--- config.mk ---
export PLATFORM = sky130hd
export DESIGN_NAME = arb_requester
export DESIGN_NICKNAME = d
export VERILOG_FILES = /design/src/rtl/arb_pkg.sv /design/src/rtl/sync_fifo.sv /design/src/rtl/arb_requester.sv
export SDC_FILE = /design/constraint.sdc
export NUM_CORES = 1
export LEC_CHECK = 0
export CAP_MARGIN = 25
export CORE_AREA = 3 3 174 176
export CTS_CLUSTER_SIZE = 14
export DETAILED_ROUTE_END_ITERATION = 10
export DIE_AREA = 0 0 177 179
export PLACE_DENSITY = 0.64
export SYNTH_ARGS = -nofsm -noshare
export SYNTH_HDL_FRONTEND = slang
export SYNTH_SLANG_ARGS = --single-unit
--- constraint.sdc ---
create_clock -name clk_i -period 7.9 [get_ports clk_i]
set_clock_uncertainty 0.15 [all_clocks]
set_input_delay 1.185 -clock clk_i [delete_from_list [all_inputs] [get_ports clk_i]]
set_output_delay 1.185 -clock clk_i [all_outputs]
set_load 0.01 [all_outputs]
--- src/rtl/arb_pkg.sv ---
// Shared types for the round-robin arbiter requester and its test environment.
package arb_pkg;

  typedef enum logic [1:0] {
    IDLE    = 2'd0,
    REQ     = 2'd1,
    XFER    = 2'd2,
    RELEASE = 2'd3
  } arb_req_state_e;

endpackage

--- src/rtl/sync_fifo.sv ---
// Single-clock FIFO with wrap-bit pointers; storage is not reset.
module sync_fifo #(
  parameter int unsigned W     = 33,
  parameter int unsigned DEPTH = 8
) (
  input  logic                      clk_i,
  input  logic                      rst_i,
  input  logic                      wr_en_i,
  input  logic [W-1:0]              wr_data_i,
  input  logic                      rd_en_i,
  output logic [W-1:0]              rd_data_o,
  output logic                      full_o,
  output logic                      empty_o,
  output logic [$clog2(DEPTH):0]    count_o
);

  localparam int unsigned AW = $clog2(DEPTH);
  localparam int unsigned PW = AW + 1;

  logic [W-1:0]  mem_q [DEPTH];
  logic [PW-1:0] wr_ptr_q, wr_ptr_d;
  logic [PW-1:0] rd_ptr_q, rd_ptr_d;
  logic          wr_ok, rd_ok;

  assign empty_o = (wr_ptr_q == rd_ptr_q);
  assign full_o  = (wr_ptr_q[AW] != rd_ptr_q[AW]) &&
                   (wr_ptr_q[AW-1:0] == rd_ptr_q[AW-1:0]);
  assign count_o = wr_ptr_q - rd_ptr_q;

  // A write at full is only safe when the head slot is freed in the same cycle.
  assign wr_ok    = wr_en_i && (!full_o || rd_en_i);
  assign rd_ok    = rd_en_i && !empty_o;
  assign wr_ptr_d = wr_ptr_q + PW'(wr_ok);
  assign rd_ptr_d = rd_ptr_q + PW'(rd_ok);

  assign rd_data_o = mem_q[rd_ptr_q[AW-1:0]];

  always_ff @(posedge clk_i) begin
    if (rst_i) begin
      wr_ptr_q <= '0;
      rd_ptr_q <= '0;
    end else begin
      wr_ptr_q <= wr_ptr_d;
      rd_ptr_q <= rd_ptr_d;
    end
  end

  always_ff @(posedge clk_i) begin
    if (wr_ok) mem_q[wr_ptr_q[AW-1:0]] <= wr_data_i;
  end

endmodule

--- src/rtl/arb_requester.sv ---
// Requester-side arbiter agent: buffers producer bursts, requests the shared
// bus once a burst (or a full FIFO) is ready, and streams beats while granted.
module arb_requester
  import arb_pkg::*;
#(
  parameter int unsigned DW    = 32,
  parameter int unsigned DEPTH = 8
) (
  input  logic          clk_i,
  input  logic          rst_i,
  input  logic          in_valid_i,
  output logic          in_ready_o,
  input  logic [DW-1:0] in_data_i,
  input  logic          in_last_i,
  output logic          req_o,
  input  logic          grant_i,
  output logic          bus_valid_o,
  input  logic          bus_ready_i,
  output logic [DW-1:0] bus_data_o,
  output logic          bus_last_o,
  output logic          grant_err_o
);

  localparam int unsigned CW = $clog2(DEPTH + 1);

  arb_req_state_e state_q, state_d;
  logic           req_q, req_d;
  logic           err_q, err_d;
  logic [CW-1:0]  bursts_q, bursts_d;

  logic           fifo_full, fifo_empty;
  logic [CW-1:0]  fifo_count;
  logic [DW:0]    fifo_head;
  logic           push, pop, pop_last, start;

  sync_fifo #(
    .W     (DW + 1),
    .DEPTH (DEPTH)
  ) u_fifo (
    .clk_i     (clk_i),
    .rst_i     (rst_i),
    .wr_en_i   (push),
    .wr_data_i ({in_last_i, in_data_i}),
    .rd_en_i   (pop),
    .rd_data_o (fifo_head),
    .full_o    (fifo_full),
    .empty_o   (fifo_empty),
    .count_o   (fifo_count)
  );

  assign in_ready_o  = !fifo_full && !rst_i;
  assign bus_valid_o = req_q && grant_i && !fifo_empty;
  assign bus_data_o  = fifo_head[DW-1:0];
  assign bus_last_o  = fifo_head[DW];
  assign req_o       = req_q;
  assign grant_err_o = err_q;

  assign push     = in_valid_i && in_ready_o;
  assign pop      = bus_valid_o && bus_ready_i;
  assign pop_last = pop && bus_last_o;
  // A full FIFO without a last beat still starts, so oversize bursts drain.
  assign start    = (bursts_q != '0) || (fifo_count == CW'(DEPTH));

  always_comb begin
    bursts_d = bursts_q;
    case ({push && in_last_i, pop_last})
      2'b10:   bursts_d = bursts_q + CW'(1);
      2'b01:   bursts_d = bursts_q - CW'(1);
      default: bursts_d = bursts_q;
    endcase
  end

  always_comb begin
    state_d = state_q;
    err_d   = err_q;
    case (state_q)
      IDLE: begin
        if (grant_i) err_d = 1'b1;
        if (start) state_d = REQ;
      end
      REQ: begin
        if (grant_i) state_d = pop_last ? RELEASE : XFER;
      end
      XFER: begin
        if (pop_last) begin
          state_d = RELEASE;
        end else if (!grant_i) begin
          err_d   = 1'b1;
          state_d = RELEASE;
        end
      end
      RELEASE: begin
        if (!grant_i) state_d = IDLE;
      end
      default: state_d = IDLE;
    endcase
  end

  assign req_d = (state_d == REQ) || (state_d == XFER);

  always_ff @(posedge clk_i) begin
    if (rst_i) begin
      state_q  <= IDLE;
      req_q    <= 1'b0;
      err_q    <= 1'b0;
      bursts_q <= '0;
    end else begin
      state_q  <= state_d;
      req_q    <= req_d;
      err_q    <= err_d;
      bursts_q <= bursts_d;
    end
  end

endmodule

Word-level counts from Yosys, hierarchy flattened
Memories as Yosys holds them, arrays and structs flattened. A register that Yosys moved wholly into a read port is not among the register bits.
Cells that the tools add are included.
- output and inout port bits: 37
- word-level logic and storage cells: 62
- memory bits (writable): 264
- memories kept: 1
- bits in registers: 16
- equal/unequal tests: 14
- mux-type cells: 15
- reductions and logical operators: 21
- $add $sub $neg: 5
- memory list (memory ; words ; bits a word ; read ports ; clocked after Yosys merged registers in ; write ports ; RTL line ; source):
    u_fifo.mem_q ; 8 ; 33 ; 1 ; 1 ; 1 ; sync_fifo.sv:20 ; logic [W-1:0] mem_q [DEPTH];
- operators by type and width (cell ; number):
    1-bit logical AND ; 10
    2-bit 2-to-1 mux ; 5
    4-bit by 1-bit adder with 4-bit output ; 2
    2-bit == test, second input constant ; 4
    2-bit one-hot mux with 4 select lines ; 1
    4-bit one-hot mux with 2 select lines ; 1
    2-bit by 1-bit == test with 1-bit output, second input constant ; 3
    1-bit 2-to-1 mux ; 6
    2-bit != test, second input constant ; 3
    4-bit by 1-bit adder with 4-bit output, second input constant ; 1
    4-bit == test ; 1
    4-bit == test, second input constant ; 1
    4-bit AND reduction ; 1
    2-bit nonzero test ; 2
    4-bit nonzero test ; 1
    4-bit by 1-bit subtractor with 4-bit output, second input constant ; 1
    4-bit subtractor ; 1
    3-bit == test ; 1
    1-bit logical NOT ; 3
    1-bit logical OR ; 3
    3-bit 2-to-1 mux ; 1
    2-bit logical NOT ; 1
    1-bit one-hot mux with 2 select lines ; 1
    1-bit != test ; 1

Logic depth before layout (Yosys ltp)
- depth after elaboration: 10
- gate-level depth with buffers: 15
- mapped depth without buffers: 13

Hierarchy
From an unflattened synthesis, not the netlist that was laid out.
- cells, all modules: 573
- area total of the unflattened synthesis: 10988.0 µm²
- modules (own cells, without submodules) (module ; instances ; sequential area each (µm²) ; cells each ; area each (µm²)):
    sync_fifo ; 1 ; 8087.8 ; 511 ; 10446.3
    arb_requester ; 1 ; 160.2 ; 62 ; 541.8

Worst setup path before layout
No wires, ideal clock.
- path type: register -> register
- from: reg u_fifo.rd_ptr_q[1]
- to: mem u_fifo.mem_q[1][0], enable pin
- setup time: 0.464 ns
- path slack: 2.999 ns
- period minus slack after synthesis: 4.901 ns
- required time: 7.286 ns
- stages on the path, launching flop included: 9
- arrival: 4.287 ns
- path buffers: 2
- cell sequence: dfxtp_1 -> buf_2 -> buf_1 -> inv_1 -> ha_1 -> a41oi_1 -> and2_1 -> nand2_1 -> nor3_1
- longest elaborated chain between the ends: 8
- elaborated cells between the ends (all ways): 13
- classes of those cells: eq/ne: 2; mux: 2; reduce/logical: 9
- ends and longest elaborated chain (item ; RTL line ; source):
    start: declaration ; sync_fifo.sv:22 ; logic [PW-1:0] rd_ptr_q, rd_ptr_d;
    start signal: assignment ; sync_fifo.sv:44 ; rd_ptr_q <= rd_ptr_d;
    3-bit == test ; sync_fifo.sv:27 ; (wr_ptr_q[AW-1:0] == rd_ptr_q[AW-1:0]);
    1-bit logical AND ; sync_fifo.sv:26 ; assign full_o = (wr_ptr_q[AW] != rd_ptr_q[AW]) &&
    1-bit logical NOT ; arb_requester.sv:51 ; assign in_ready_o = !fifo_full && !rst_i;
    1-bit logical AND ; arb_requester.sv:51 ;
    via in_ready_o ; arb_requester.sv:12 ; output logic in_ready_o,
    1-bit logical AND ; arb_requester.sv:58 ; assign push = in_valid_i && in_ready_o;
    1-bit logical AND ; sync_fifo.sv:31 ; assign wr_ok = wr_en_i && (!full_o || rd_en_i);
    1-bit 2-to-1 mux ; sync_fifo.sv:49 ; if (wr_ok) mem_q[wr_ptr_q[AW-1:0]] <= wr_data_i;
    1-bit 2-to-1 mux (implied by the code) ; sync_fifo.sv:49 ;
    end: declaration ; sync_fifo.sv:20 ;
The timed path passes the listed nets, and every way through them passes these cells.

Worst setup path after layout
- from: reg u_fifo.rd_ptr_q[2]
- to: out bus_valid_o
- longest elaborated chain between the ends: 3
- ends and longest elaborated chain (item ; RTL line ; source):
    4-bit == test ; sync_fifo.sv:25 ; assign empty_o = (wr_ptr_q == rd_ptr_q);
    1-bit logical NOT ; arb_requester.sv:52 ; assign bus_valid_o = req_q && grant_i && !fifo_empty;
    1-bit logical AND ; arb_requester.sv:52 ;
    end: declaration ; arb_requester.sv:17 ; output logic bus_valid_o,
No other way between the ends.

==> impl_metrics.tcl <==
set metrics [dict create \
    status "complete, no violations" \
    clk_pin_slew_ns 0.06 \
    antenna_found_initial 0 \
    crit_family "buffers and inverters" \
    tns_ns 0 \
    cpPeakStageDelay_ns 0.88 \
    numClockSinks 280 \
    fmax_mhz 212.4 \
    drt_wl_total_mm 20.60 \
    die_w_um 177 \
    wl_per_cell_um 19.55 \
    worstPathMaxFanout 35 \
    setup_violations 0 \
    avgSynthCellArea_um2 19.29 \
    fin_crit_sh 0.5960 \
    synth_edf_count 264 \
    post-place-ws_ns 3.578 \
    reg2reg_slack_ns 3.73 \
    synth_common_cells "edfxtp_1, nand2_1, mux4_2" \
    fin_util 0.4537 \
    arrival_ns 3.37 \
    crit_slowest_cell "dfxtp_2" \
    synth_largest_area_cell "edfxtp_1" \
    worstHoldPathType "reg2reg" \
    nets 702 \
    startpoint_type "flip-flop" \
    n_antenna_cell 0 \
    vias 5260 \
    synth.most_common_cell "edfxtp_1" \
    synthFlopType "edfxtp_1" \
    synth_fp_nets 612 \
    fin_crit_ns 4.708 \
    hold_buffers 0 \
    endpoint_kind "output pin" \
    required_ns 6.57 \
    path_buf_inv 2 \
    async_flop_share 0 \
    clockBufferDepth 3 \
    dpl.hpwl_mm 12.72 \
    cts_resized 0 \
    die_h_um 179 \
    htreeDepth 1 \
    cts_buffers 28 \
    worst_pin_slew_ns 1.030 \
    finalPower_mw 3.024 \
    cts_root_buf "clkbuf_16" \
    syn-cell-area_um2 10860 \
    post_cts_buffers 0 \
    rsz0062_at_grt "false" \
    core_region_area_um2 28780 \
    peakVddDrop_mv 0.1177 \
    seq_area_frac_synth 0.7595 \
    drv_cap 0 \
    port_buffers 74 \
    die_area_um2 31680 \
    cts_tree "done" \
    grt.overflow.total 0 \
    ant_nets 0 \
    io_pins 75 \
    drive_above_1_share 0.1881 \
    worstSetupPathType "reg2out" \
    fin_ws_ns 3.192 \
    insertion_delay_ns 0.53 \
    first_pass_iters 4 \
    synthDistinctLibCells 37 \
    initial_utilization 0.3773 \
    final-hold-violation-count 0 \
    fin_hold_ws_ns 0.3332 \
    rows 62 \
    syn_inst 563 \
    drt-initial-drc-count 263 \
    via_per_inst 4.991 \
    drcViolationCount 0 \
    p_per_area_nw_per_um2 231.5 \
    crit_chain "inv_2, ha_1, nand3_1, o211a_1, clkdlybuf4s50_1" \
    drv_slew 0 \
    yosys.area.top_type_share 0.7300 \
    syn2layout_area_growth_pct 20.26 \
    gp_congestion 0.7281 \
    synth_area_leaders "edfxtp_1, mux4_2, nand2_1, dfxtp_1, ha_1" \
    track_usage 0.1315 \
    ys.warnings.count 0 \
    grt_max_degree 70 \
    grt_pass1_vias 5576 \
    relSlewSlack 0.3132 \
    power_leakage_nw 4.216 \
    synth-seq-cells 280 \
    grt_pass1_wl_mm 32.19 \
]
[layout make-up]
type	instances	area [µm²]
clock inverters	11	105.1
fillers	2386	15720
flip-flops and latches	280	8257
well taps	384	480.5
clock buffers	36	752.0
repair buffers	84	913.4
multi-input cells	252	2525
inverters	7	26.28
[state kept, by name, indices dropped and copies added, names as in the netlist]
register	cells
bursts_q	4
grant_err_o	1
req_o	1
state_q	2
u_fifo.mem_q	264
u_fifo.rd_ptr_q	4
u_fifo.wr_ptr_q	4
[worst register-to-register path: stages (launching register included)]
cell,delay (ns)
dfxtp_2,0.88
inv_2,0.58
ha_1,0.53
a41oi_1,0.22
and2_1,0.24
nand2_1,0.08
ha_1,0.24
ha_1,0.28
a21o_1,0.18
a21oi_1,0.18
xnor2_1,0.10
or3_1,0.31
a21oi_1,0.13
[per-stage QoR]
step	instance area [µm²]	instances
after CTS	13060	1054
after floorplan	10860	563
after global routing	13060	1054
after global placement	12060	1001
after detailed placement	12200	1007
final	13060	1054
[routing by layer]
| metal | up-vias | part of all wire | wire (µm) | GRT usage |
|---|---|---|---|---|
| met5 | - | 0 | 0 | 0 |
| met1 | 2713 | 0.41 | 8543 | 0.1687 |
| met2 | 117 | 0.51 | 10570 | 0.2327 |
| met3 | 30 | 0.057 | 1171 | 0.02711 |
| li1 | 2400 | - | - | - |
| met4 | 0 | 0.015 | 318 | 0.02782 |
[path summary, 6_finish.rpt]
check,from,endpoint,cells after the start
worst min register to register,grant_err_o,grant_err_o,2
worst min-delay path,grant_err_o,grant_err_o,2
worst max register to register,u_fifo.rd_ptr_q[2],bursts_q[3],12
worst max-delay path,u_fifo.rd_ptr_q[2],bus_valid_o,5
[cells in the final DEF (no fill, tap or decap), types with 2 or more instances in the layout]
cell type / instances
a21o_1: 2
a21oi_1: 7
a41oi_1: 2
and2_1: 2
buf_12: 3
buf_16: 3
buf_4: 4
bufinv_16: 2
clkbuf_1: 7
clkbuf_16: 29
clkdlybuf4s50_1: 74
clkinv_1: 3
clkinv_2: 5
dfxtp_1: 13
dfxtp_4: 2
edfxtp_1: 264
ha_1: 10
inv_1: 6
mux4_1: 2
mux4_2: 64
nand2_1: 101
nand2b_1: 4
nand3_1: 5
nor2_1: 15
nor2_4: 6
nor2b_1: 4
nor3_2: 2
or3_1: 2
xnor2_1: 5
xor2_1: 6
[kinds of logic (layout without fill, tap and decap cells)]
family	after synthesis	after routing	share of synthesized area
AO/OA/AOI/OAI	15	15	0.009102
XOR/XNOR	11	11	0.008872
buffers and inverters	31	138	0.01302
adder cells (fa/ha/maj)	11	11	0.01337
AND/OR/NAND/NOR	148	148	0.05750
flip-flops	280	280	0.7595
multiplexers	67	67	0.1386
[power breakdown]
group,switching (mW),internal (mW),leakage [nW],total [mW]
Clock,0.505,0.730,0.423,1.23
Combinational,0.0657,0.0690,1.28,0.135
Sequential,0.0115,1.64,2.52,1.65
Power figures use the tool's default switching activity.
